$ cat src/rtl/uart_tx_mmio.sv
// Memory-mapped 8N1/8N2 UART transmitter. It takes its requests from a held config word
// using a level toggle handshake and reports busy, ack, pending and a frame count.
module uart_tx_mmio #(
  parameter int STOP_BITS = 1
) (
  input  logic        clk,
  input  logic        reset,
  input  logic [31:0] config_reg,
  output logic [31:0] status_reg,
  output logic        tx
);

  typedef enum logic [1:0] {IDLE, START, DATA, STOP} state_t;

  localparam logic [3:0] LAST_STOP = 4'(STOP_BITS - 1);

  state_t      state_q;
  logic [7:0]  shift_q;
  logic [15:0] div_q;
  logic [15:0] cnt_q;
  logic [3:0]  bit_q;
  logic        ack_q;
  logic        busy_q;
  logic        tx_q;
  logic [7:0]  frames_q;

  logic        pending;
  logic        bit_end;

  // The request is level based, so it stays pending until the toggle is acknowledged.
  assign pending = (config_reg[8] != ack_q);
  assign bit_end = (cnt_q == div_q - 16'd1);

  always_ff @(posedge clk or posedge reset) begin
    if (reset) begin
      state_q  <= IDLE;
      shift_q  <= 8'd0;
      div_q    <= 16'd0;
      cnt_q    <= 16'd0;
      bit_q    <= 4'd0;
      ack_q    <= 1'b0;
      busy_q   <= 1'b0;
      tx_q     <= 1'b1;
      frames_q <= 8'd0;
    end else begin
      case (state_q)
        IDLE: begin
          if (pending) begin
            shift_q <= config_reg[7:0];
            div_q   <= (config_reg[31:16] == 16'd0) ? 16'd1 : config_reg[31:16];
            ack_q   <= config_reg[8];
            bit_q   <= 4'd0;
            cnt_q   <= 16'd0;
            busy_q  <= 1'b1;
            tx_q    <= 1'b0;
            state_q <= START;
          end
        end
        START: begin
          if (bit_end) begin
            cnt_q   <= 16'd0;
            tx_q    <= shift_q[0];
            state_q <= DATA;
          end else begin
            cnt_q <= cnt_q + 16'd1;
          end
        end
        DATA: begin
          if (bit_end) begin
            cnt_q   <= 16'd0;
            shift_q <= shift_q >> 1;
            if (bit_q == 4'd7) begin
              bit_q   <= 4'd0;
              tx_q    <= 1'b1;
              state_q <= STOP;
            end else begin
              bit_q <= bit_q + 4'd1;
              tx_q  <= shift_q[1];
            end
          end else begin
            cnt_q <= cnt_q + 16'd1;
          end
        end
        STOP: begin
          if (bit_end) begin
            cnt_q <= 16'd0;
            if (bit_q == LAST_STOP) begin
              bit_q    <= 4'd0;
              busy_q   <= 1'b0;
              frames_q <= frames_q + 8'd1;
              state_q  <= IDLE;
            end else begin
              bit_q <= bit_q + 4'd1;
            end
          end else begin
            cnt_q <= cnt_q + 16'd1;
          end
        end
        default: state_q <= IDLE;
      endcase
    end
  end

  assign tx         = tx_q;
  assign status_reg = {16'd0, frames_q, 5'd0, pending, ack_q, busy_q};

endmodule

$ cat config.mk
export PLATFORM = sky130hd
export DESIGN_NAME = uart_tx_mmio
export DESIGN_NICKNAME = d
export VERILOG_FILES = /design/src/rtl/uart_tx_mmio.sv
export SDC_FILE = /design/constraint.sdc
export NUM_CORES = 1
export LEC_CHECK = 0
export ABC_AREA = 1
export BUFFER_PORTS_ARGS = -buffer_cell sky130_fd_sc_hd__buf_4
export CAP_MARGIN = 10
export CORE_MARGIN = 2
export CORE_UTILIZATION = 45
export DETAILED_ROUTE_END_ITERATION = 8
export GPL_ROUTABILITY_DRIVEN = 0
export PLACE_DENSITY = 0.65
export REMOVE_ABC_BUFFERS = 1
export SLEW_MARGIN = 10
export SYNTH_ARGS = -nofsm -noshare
export SYNTH_HDL_FRONTEND = slang
export SYNTH_SLANG_ARGS = --single-unit
export TNS_END_PERCENT = 30
$ cat constraint.sdc
create_clock -name clk -period 3 [get_ports clk]
set_clock_uncertainty 0.05 [all_clocks]
set_input_delay 0.6 -clock clk [delete_from_list [all_inputs] [get_ports clk]]
set_output_delay 0.6 -clock clk [all_outputs]
set_load 0.005 [all_outputs]
**Word-level counts from Yosys, hierarchy flattened**

Cells that the tools add are included.

- Output and inout port bits: 33
- Input port bits: 34
- Register bits: 57

- Equality and inequality tests: 12
- Reductions and logical operators: 15
- Mux-type cells: 29
- Add/sub/neg operators: 4

Operators with widths:

| kind | count |
|---|---|
| 16-bit 2-to-1 mux | 3 |
| 16-bit one-hot mux with 2 select lines | 1 |
| 4-bit 2-to-1 mux | 5 |
| 16-bit by 1-bit adder with 16-bit output (second input constant) | 1 |
| 16-bit equality test | 1 |
| 16-bit zero test | 1 |
| 8-bit 2-to-1 mux | 2 |
| 8-bit one-hot mux with 2 select lines | 1 |
| 16-bit by 1-bit subtractor with 16-bit output (second input constant) | 1 |
| 2-bit 2-to-1 mux | 6 |
| 2-bit != test (second input constant) | 6 |
| 4-bit one-hot mux with 3 select lines | 1 |
| 4-bit AND reduction | 3 |
| 8-bit by 1-bit adder with 8-bit output (second input constant) | 1 |
| 2-bit one-hot mux with 4 select lines | 1 |
| 1-bit 2-to-1 mux | 7 |
| 3-bit AND reduction | 2 |
| 6-bit AND reduction | 1 |
| 3-bit nonzero test | 2 |
| 4-bit by 1-bit adder with 4-bit output (second input constant) | 1 |
| 2-bit equality test (second input constant) | 2 |
| 4-bit by 3-bit equality test with 1-bit output (second input constant) | 1 |
| 4-bit zero test | 1 |
| 2-bit nonzero test | 2 |
| other kinds (7) | 7 |

**Depth between registers and ports, before layout**

Gate-level depths: netlist of run 1.

- Depth after elaboration: 4
- Mapped depth: 17
- Gate-level depth less buffers: 16

**Least setup slack after synthesis of run 1**

OpenSTA, ideal clock, no wires.

- Path kind: register to register
- Start: register div_q[0]
- End: register shift_q[1]
- Data arrival time: 1920 ps
- Stages on the path, launching flop included: 14
- Slack: 909 ps
- Required time: 2828 ps
- Path through: dfrtp_1 inv_2 ha_1 nand3_4 nor2_2 xor2_1 nand3_1 nor3_2 nand2_2 nand2_2 nand3_4 buf_6 nand2_2 o21ai_2

- Word-level cells in the longest chain between the ends: 4

RTL lines:

| element | RTL line | text |
|---|---|---|
| start: declaration | 19 | `logic [15:0] div_q;` |
| start signal: assignment | 50 | `div_q <= (config_reg[31:16] == 16'd0) ? 16'd1 : config_reg[31:16];` |
| 16-bit by 1-bit subtractor with 16-bit output | 32 | `assign bit_end = (cnt_q == div_q - 16'd1);` |
| 16-bit equality test | 32 |  |
| 2-bit != test (no line) | -- |  |
| 3-bit AND reduction (no line) | -- |  |
| end signal: assignment | 49 | `shift_q <= config_reg[7:0];` |
| end signal: assignment | 71 | `shift_q <= shift_q >> 1;` |
| end: declaration | 18 | `logic [7:0] shift_q;` |

Every way passes these cells.
A chain may end at the register's enable or synchronous reset.

**Worst setup path in the final report of run 1**

- Start: register div_q[0]
- End: register bit_q[1]

- Word-level cells in the longest chain between the ends: 4
- Elaborated cells on any way between the ends: 5

RTL lines:

| element | RTL line | text |
|---|---|---|
| 16-bit by 1-bit subtractor with 16-bit output (*) | 32 |  |
| 16-bit equality test (*) | 32 |  |
| 2-bit != test (no line) | -- |  |
| 4-bit AND reduction (no line) (*) | -- |  |
| end signal: assignment | 77 | `bit_q <= bit_q + 4'd1;` |
| end signal: assignment | 93 | `bit_q <= bit_q + 4'd1;` |
| end: declaration | 21 | `logic [3:0] bit_q;` |

Every way passes the cells marked *; elsewhere a longest branch is shown, timed or not.

==> summary.txt, run 1 <==
Outcome
  – Status: complete, no violations

Pwr
  – Leak: 2.15 nW
  – Final Power: 3.84 mW
  – VDD IR max: 488 uV
  – Power density over the cells: 864 nW/um2

Global routing
  – GRT Total Usage: 19.2%
  – Total grt overflow: 0
  – Largest net degree at the start of global routing: 27
  – First-pass GRT wire length: 14900 um
  – Initial antenna violation count: 0
  – Vias in the first global route: 3345

Logic synthesis
  – Distinct cells, synth: 41
  – Count leader, synth: nand2_1
  – Synth warnings: 0
  – Synth async-reset ratio: 100%
  – Predominant post-synthesis flop cell: dfrtp_1
  – Synthesized cell area: 3930 um2
  – Yosys top cell by area: dfrtp_1
  – Yosys top cell area share: 35.7%
  – EDFF count, synth: 0
  – Mapped Cells: 538
  – Synth Register Bits: 57
  – Syn Area/Cell: 7.30 um2
  – Sequential share of the synthesized area: 36.4%
  – Top post-synthesis cells by count: nand2_1 (162), inv_1 (64), dfrtp_1 (56), nor2_1 (40), nand3_1 (33)
  – Synth top area cells: dfrtp_1 (36%), nand2_1 (15%), inv_1 (6.1%), buf_4 (4.6%), nand3_1 (4.2%)

STA
  – Worst-Margin Slew: 567 ps
  – Setup tns final: 0 ps
  – Period minus WS final: 2570 ps
  – Endpoints failing setup: 0
  – Peak Freq: 389 MHz
  – RSZ-0062 raised after global routing: no
  – Fin worst setup slack: 427 ps
  – Hold WS: 174 ps
  – Final Max Tran Viols: 0
  – Share of the cycle needed by the critical path after routing: 85.8%
  – Worst slew margin: 61.9%
  – Final hold viol count: 0

Die
  – Die W: 97.4 um
  – I/O Pins: 67
  – Core area: 8590 um2
  – Die Ht: 97.4 um
  – Starting Density: 45.7%
  – Row cnt: 34
  – Die area: 9490 um2

Job
  – Max_cap viols: 0

CTS
  – Worst-path clk slew: 70 ps
  – H-tree depth: 3
  – CTS root buf: clkbuf_8
  – Number of clock sinks: 57
  – CTS tree: yes
  – Post-CTS Resized: 0
  – CTS Buffer Depth: 2
  – Setup bufs post-CTS: 0
  – Hold Buf Count CTS: 0
  – Worst-Skew Late Latency: 340 ps
  – CTS buffer count: 9

Critical path
  – WS Path Type: register to register
  – Slowest cell on the critical path: dfrtp_1
  – Register-to-Register Path Depth: 15
  – CP Cell Sequence: inv_2 -> ha_1 -> nand2_1 -> nor2_1 -> nand3_1 -> nand2_1 -> nand2_1 -> nor2_1 -> nand2_1 -> nor2_2 -> nand2_2 -> a21oi_4 -> nand2_2 -> nand2_1 -> nand2_1
  – CP required: 3180 ps
  – Critical path origin: div_q[0]
  – Most used cell, CP: nand2_1
  – CP arrival: 2750 ps
  – Critical Path Source Type: register
  – Reg-to-Reg Start: div_q[0]
  – CP Max Fanout: 15
  – CP endpoint kind: register
  – CP max stage delay: 400 ps

Place
  – Setup WS pre-CTS: 403 ps
  – PortBufs: 38
  – Placed Cells: 678
  – Post-DP HPWL: 6530 um

Layout
  – Fill count: 846
  – Area grow syn2layout: 13.3%
  – Antenna Cells: 0
  – Final cell count without fillers: 694
  – Share of cells above drive strength 1: 16.4%
  – Nets: 625

Routing
  – DR vias: 3422
  – Antenna Nets Post-Route: 0
  – Wirelength, routed: 8440 um
  – Iteration-0 DRC Markers: 201
  – TritonRoute pass-1 iters: 4
  – Routed len/inst: 12.2 um
  – Residual DRC: 0
  – Vias/cell: 4.93

Min path
  – HP Class: primary input to async pin
[flip-flops by register name, indices dropped and copies added, names as in the netlist]
| register | cells |
|---|---|
| cnt_q | 16 |
| div_q | 16 |
| frames_q | 8 |
| shift_q | 8 |
| bit_q | 4 |
| state_q | 2 |
| ack_q | 1 |
| busy_q | 1 |
| tx | 1 |
[path summary, 6_finish.rpt]
kind                              end  slack (ps)
setup / recovery             bit_q[1]         430
hold / removal               cnt_q[0]         170
setup reg to reg             bit_q[1]         430
hold reg to reg            shift_q[4]         440
max in group asynchronous   div_q[14]        2070
min in group clk            div_q[13]         420
[power breakdown]
group	internal, mW	total (mW)	leakage, nW	switching, mW
registers	1.00	1.23	0.741	0.229
logic	0.693	1.87	1.32	1.18
clock network	0.407	0.743	0.0949	0.336
[layout by cell type, fill, tap and decap left out, types with 4 or more instances in the layout]
| cell | instances |
|---|---|
| nand2_1 | 162 |
| xor2_1 | 11 |
| nand2_2 | 8 |
| nand3_1 | 33 |
| o21ai_0 | 28 |
| nor4_1 | 4 |
| nor3_1 | 5 |
| inv_2 | 4 |
| nand4_1 | 13 |
| dfrtp_1 | 56 |
| o21ai_2 | 8 |
| xnor2_1 | 10 |
| a21oi_1 | 4 |
| clkbuf_8 | 10 |
| nor2_4 | 4 |
| conb_1 | 21 |
| nand3b_1 | 5 |
| mux2i_1 | 7 |
| buf_4 | 43 |
| o21ai_1 | 6 |
| nor2_1 | 40 |
| inv_1 | 63 |
| ha_1 | 10 |
| nor2_2 | 5 |
[critical path: cells and delay by family (launching register included)]
kind / cells / cell delay [ps]
buffers and inverters: 1 / 110
AO/OA/AOI/OAI: 1 / 340
adder cells (fa/ha/maj): 1 / 250
AND/OR/NAND/NOR: 12 / 1310
flip-flops: 1 / 400
[area by class of cell]
class | instances | area [um2] | area share, %
clock buffer | 10 | 138 | 3.10
timing repair buffer | 43 | 323 | 7.26
multi-input combinational | 402 | 2100 | 47.3
sequential | 57 | 1430 | 32.1
inverter | 68 | 255 | 5.74
clock inverter | 6 | 66.3 | 1.49
tap | 108 | 135 | 3.04
[logic make-up (layout without fill, tap and decap cells)]
family | after synthesis | count (layout) | synth area share, %
and+or+nand+nor | 287 | 287 | 33.2
buffers and inverters | 99 | 127 | 12.0
DFF | 57 | 57 | 36.4
AOI/OAI and AO/OA | 56 | 56 | 8.70
xor gates and xnor gates | 21 | 21 | 4.69
adders and majority gates | 10 | 10 | 3.19
muxes | 7 | 7 | 1.79
other | 1 | 21 | 0.0955
[metrics by stage]
stage	cell area [um2]	utilization, %
2_1_floorplan	3780	-
3_3_place_gp	4240	49.4
3_5_place_dp	4240	49.4
4_1_cts	4450	51.7
5_1_grt	4450	51.7
6_report	4450	51.7
[metal layers]
layer | vias up | GRT usage [%] | routed length [um]
met5 | - | 0 | 0
met4 | 0 | 7.48 | 177
met3 | 13 | 4.10 | 322
met2 | 79 | 32.3 | 4110
met1 | 1577 | 24.2 | 3830
li1 | 1753 | - | -
(Power assumes the default switching activity.)
==> run 2, diff against run 1 <==
--- a/config.mk
+++ b/config.mk
@@ -8,7 +8,6 @@
 export ABC_AREA = 1
 export BUFFER_PORTS_ARGS = -buffer_cell sky130_fd_sc_hd__buf_4
 export CAP_MARGIN = 10
-export CORE_MARGIN = 2
 export CORE_UTILIZATION = 45
 export DETAILED_ROUTE_END_ITERATION = 8
 export GPL_ROUTABILITY_DRIVEN = 0
==> run 2 against run 1 <==
- clock power rose by 22%
- maximum frequency shrank 1.8%
- via count rose by 2.0%
- critical path type unchanged
- largest cell class unchanged
- highest routed layer unchanged
==> summary.txt, run 2 (synthesized netlist as in run 1, its figures left out) <==
Die
  – Starting Density: 47.1%
  – Die Ht: 95.4 um
  – Die area: 9100 um2
  – Die W: 95.4 um
  – I/O Pins: 67
  – Row cnt: 33
  – Core area: 8340 um2

Routing
  – Residual DRC: 0
  – Iteration-0 DRC Markers: 204
  – Vias/cell: 5.05
  – Wirelength, routed: 8560 um
  – Antenna Nets Post-Route: 0
  – DR vias: 3492
  – Routed len/inst: 12.4 um
  – TritonRoute pass-1 iters: 5

Layout
  – Final cell count without fillers: 691
  – Utilization after layout: 53.8%
  – Share of cells above drive strength 1: 16.2%
  – Nets: 625
  – Area grow syn2layout: 14.2%
  – Final instance area: 4480 um2
  – Top flop regs: cnt_q x16, div_q x16
  – Most frequent cells in the layout: nand2_1 (162), inv_1 (63), dfrtp_1 (56)
  – Antenna Cells: 0
  – Most common cell after layout, fill and taps aside: nand2_1

Critical path
  – Slowest cell on the critical path: dfrtp_1
  – CP Max Fanout: 15
  – CP arrival: 2810 ps
  – WS Path Type: register to register
  – CP max stage delay: 430 ps
  – CP required: 3180 ps
  – Most used cell, CP: nand2_1
  – Top delay family on crit path: simple AND/OR/NAND/NOR gates
  – Crit path buf inv count: 1
  – CP endpoint kind: register
  – Critical Path Source Type: register
  – CP Cell Sequence: inv_2 -> ha_1 -> nand3_4 -> nor2_2 -> xor2_1 -> nand3_1 -> nor3_2 -> nand2_2 -> a21oi_4 -> nand2_1 -> nand2_1 -> nand2_1

Global routing
  – First-pass GRT wire length: 14700 um
  – Largest net degree at the start of global routing: 25
  – Vias in the first global route: 3287
  – Total grt overflow: 0
  – Initial antenna violation count: 0
  – GRT Total Usage: 20.9%

CTS
  – H-tree depth: 3
  – Hold Buf Count CTS: 0
  – Post-CTS Resized: 0
  – CTS buffer count: 9
  – Worst-path clk slew: 70 ps
  – Setup bufs post-CTS: 0
  – Worst-Skew Late Latency: 340 ps
  – Number of clock sinks: 57
  – CTS Buffer Depth: 2
  – CTS root buf: clkbuf_8
  – CTS tree: yes

Pwr
  – VDD IR max: 664 uV
  – Power density over the cells: 897 nW/um2
  – Final Power: 4.02 mW
  – Leak: 2.18 nW

Outcome
  – Status: complete, no violations

Place
  – PortBufs: 38
  – Setup WS pre-CTS: 376 ps
  – Post-DP HPWL: 6540 um
  – Placed Cells: 675
  – Post-DP Area: 4240 um2

STA
  – Worst-Margin Slew: 582 ps
  – Peak Freq: 382 MHz
  – Hold WS: 160 ps
  – Endpoints failing setup: 0
  – Period minus WS final: 2620 ps
  – Worst slew margin: 60.8%
  – Final Max Tran Viols: 0
  – Final hold viol count: 0
  – Fin worst setup slack: 379 ps
  – Setup tns final: 0 ps
  – Share of the cycle needed by the critical path after routing: 87.4%
  – RSZ-0062 raised after global routing: no

Job
  – Max_cap viols: 0

Min path
  – HP Class: primary input to async pin
## run 2: cell count changes in the layout (fill, tap and decap cells not counted), sizes merged
cell	previous run	this run
bufinv	1	3
clkinvlp	3	1
clkbuf	10	11
inv	68	67
## run 2: final timing paths
| kind | to | cells past startpoint | slack [ps] | startpoint |
|---|---|---|---|---|
| setup / recovery | state_q[1] | 12 | 380 | div_q[0] |
| hold / removal | cnt_q[2] | 2 | 160 | reset |
| setup reg to reg | state_q[1] | 12 | 380 | div_q[0] |
| hold reg to reg | shift_q[3] | 2 | 440 | shift_q[3] |
| max in group asynchronous | tx | 3 | 2110 | reset |
| min in group clk | div_q[8] | 3 | 420 | config_reg[24] |
## run 2: routing by layer
layer	GRT usage, %	wire, um	up-vias
met1	26.3	3820	1641
met3	4.31	407	8
li1	-	-	1758
met5	0	0	-
met2	36.1	4270	85
met4	6.34	70	0
## run 2: power by group
part | total, mW | leakage (nW) | switching, mW | internal (mW)
Clock | 0.907 | 0.120 | 0.334 | 0.573
Sequential | 1.24 | 0.741 | 0.235 | 1.00
Combinational | 1.88 | 1.32 | 1.18 | 0.691
Total | 4.02 | 2.18 | 1.75 | 2.27
## run 2: worst register-to-register path, delay by kind of cell (launching register included)
family	cells	cell delay [ps]
AO/OA/AOI/OAI	1	350
AND/OR/NAND/NOR	8	1100
XOR/XNOR	1	210
flip-flops	1	430
buffers and inverters	1	130
adder cells (fa/ha/maj)	1	240
## run 2: area by class of cell
| class | instances | area, um2 |
|---|---|---|
| Fill cell | 813 | 3860 |
| Multi-Input combinational cell | 402 | 2100 |
| Sequential cell | 57 | 1430 |
| Timing Repair Buffer | 43 | 323 |
| Inverter | 68 | 255 |
| Clock buffer | 11 | 141 |
| Tap cell | 105 | 131 |
| Clock inverter | 5 | 103 |
==> run 3, diff against run 2 <==
--- a/config.mk
+++ b/config.mk
@@ -11,6 +11,7 @@
 export CORE_UTILIZATION = 45
 export DETAILED_ROUTE_END_ITERATION = 8
 export GPL_ROUTABILITY_DRIVEN = 0
+export MAX_ROUTING_LAYER = met4
 export PLACE_DENSITY = 0.65
 export REMOVE_ABC_BUFFERS = 1
 export SLEW_MARGIN = 10
==> run 3 against run 2 <==
- first-iteration DRC count rose by 0.98%
- global-route usage grew 0.61 points
- total power fell by 0.15%
- largest power group unchanged
==> summary.txt, run 3 (synthesized netlist as in run 1, its figures left out) <==
Outcome
  – Status: complete, no violations

Routing
  – Iteration-0 DRC Markers: 206
  – Vias/cell: 5.03
  – DR vias: 3477
  – Routed len/inst: 12.4 um
  – Wirelength, routed: 8540 um
  – Residual DRC: 0
  – Antenna Nets Post-Route: 0
  – TritonRoute pass-1 iters: 4

STA
  – RSZ-0062 raised after global routing: no
  – Final hold viol count: 0
  – Peak Freq: 382 MHz
  – Worst slew margin: 60.6%
  – Worst-Margin Slew: 585 ps
  – Setup tns final: 0 ps
  – Period minus WS final: 2620 ps
  – Share of the cycle needed by the critical path after routing: 87.2%
  – Endpoints failing setup: 0
  – Final Max Tran Viols: 0

Critical path
  – Reg2reg end: state_q[1]
  – Critical Path Source Type: register
  – CP arrival: 2790 ps
  – R2r setup slk: 380 ps
  – Top delay family on crit path: simple AND/OR/NAND/NOR gates
  – CP required: 3180 ps
  – CP Max Fanout: 15
  – CP Cell Sequence: inv_2 -> ha_1 -> nand3_4 -> nor2_2 -> xor2_1 -> nand3_1 -> nor3_2 -> nand2_2 -> a21oi_4 -> nand2_1 -> nand2_1 -> nand2_1
  – Most used cell, CP: nand2_1
  – Slowest cell on the critical path: dfrtp_1
  – Register-to-Register Path Depth: 12
  – CP endpoint kind: register
  – Reg-to-Reg Start: div_q[0]
  – Crit path buf inv count: 1
  – WS Path Type: register to register
  – CP max stage delay: 430 ps

CTS
  – CTS tree: yes
  – Worst-path clk slew: 70 ps
  – H-tree depth: 3
  – Setup bufs post-CTS: 0
  – Number of clock sinks: 57
  – CTS Buffer Depth: 2
  – Hold Buf Count CTS: 0
  – Worst-Skew Late Latency: 340 ps
  – Post-CTS Resized: 0
  – CTS root buf: clkbuf_8
  – CTS buffer count: 9

Place
  – Post-DP HPWL: 6540 um
  – PortBufs: 38

Layout
  – Most common cell after layout, fill and taps aside: nand2_1
  – Share of cells above drive strength 1: 16.2%
  – Top flop regs: cnt_q x16, div_q x16
  – Utilization after layout: 53.8%
  – Area grow syn2layout: 14.2%
  – Antenna Cells: 0
  – Most frequent cells in the layout: nand2_1 (162), inv_1 (63), dfrtp_1 (56)
  – Nets: 625
  – Fill count: 813

Pwr
  – Net switching power: 1.75 mW
  – Net Sw Frac: 43.5%
  – Clk pwr share: 22.5%
  – Combinational Power Share: 46.7%
  – Final Power: 4.01 mW
  – Cell Int Power: 2.27 mW
  – VDD IR max: 666 uV
  – Reg power frac: 30.8%
  – Leak: 2.18 nW
  – Power density over the cells: 895 nW/um2

Global routing
  – GRT Total Usage: 21.6%
  – Initial antenna violation count: 0
  – First-pass GRT wire length: 14700 um
  – Vias in the first global route: 3290
  – Total grt overflow: 0
  – Largest net degree at the start of global routing: 25

Die
  – I/O Pins: 67
  – Die area: 9100 um2
  – Row cnt: 33
  – Starting Density: 47.1%
  – Die Ht: 95.4 um
  – Die W: 95.4 um
  – Core area: 8340 um2

Min path
  – HP Class: primary input to async pin

Job
  – Max_cap viols: 0
-- run 3: cell counts in the layout (fill, tap and decap cells not counted) --
No cell type changed its count.
-- run 3: worst reg2reg max path, stage by stage (launching register included) --
cell	delay, ps
dfrtp_1	430
inv_2	130
ha_1	240
nand3_4	120
nor2_2	190
xor2_1	210
nand3_1	120
nor3_2	150
nand2_2	260
a21oi_4	350
nand2_1	130
nand2_1	70
nand2_1	50
-- run 3: through the flow --
stage / setup WS (ps) / hold WS [ps] / cell area [um2] / instances
3_3_place_gp: 429 / 414 / 4240 / 675
5_1_grt: 50.0 / 188 / 4480 / 691
3_5_place_dp: 376 / 421 / 4240 / 675
4_1_cts: 369 / 164 / 4480 / 691
6_report: 384 / 167 / 4480 / 691
2_1_floorplan: 691 / 405 / 3780 / 527
-- run 3: area by class of cell --
cell class                      instances  area (um2)  share of cell area [%]
Tap cell                              105         131                    2.93
Timing Repair Buffer                   43         323                    7.20
Multi-Input combinational cell        402        2100                    46.9
Clock inverter                          5         103                    2.29
Sequential cell                        57        1430                    31.8
Inverter                               68         255                    5.69
Clock buffer                           11         141                    3.15
-- run 3: worst max-delay path by stage --
stage	start	endpoint	slack, ps	cells past startpoint
3_3_place_gp	div_q[0]	shift_q[5]	430	15
6_report	div_q[0]	state_q[1]	380	12
5_1_grt	div_q[0]	state_q[1]	50	15
2_1_floorplan	state_q[0]	div_q[0]	690	7
3_5_place_dp	div_q[0]	bit_q[2]	380	15
4_1_cts	div_q[0]	bit_q[2]	370	15
-- run 3: layer usage --
layer / GRT usage, % / routed length (um)
met1: 26.3 / 3780
met2: 36.1 / 4260
met3: 4.31 / 469
met4: 6.34 / 31
met5: - / 0
-- run 3: power groups by stage --
stage | clock network, mW | logic [mW] | registers (mW)
6_report | 0.903 | 1.87 | 1.24
5_1_grt | 0.958 | 2.17 | 1.27
4_1_cts | 0.925 | 1.89 | 1.24
3_5_place_dp | 0 | 1.88 | 1.25
3_3_place_gp | 0 | 1.82 | 1.24
2_1_floorplan | 0 | 1.47 | 1.18
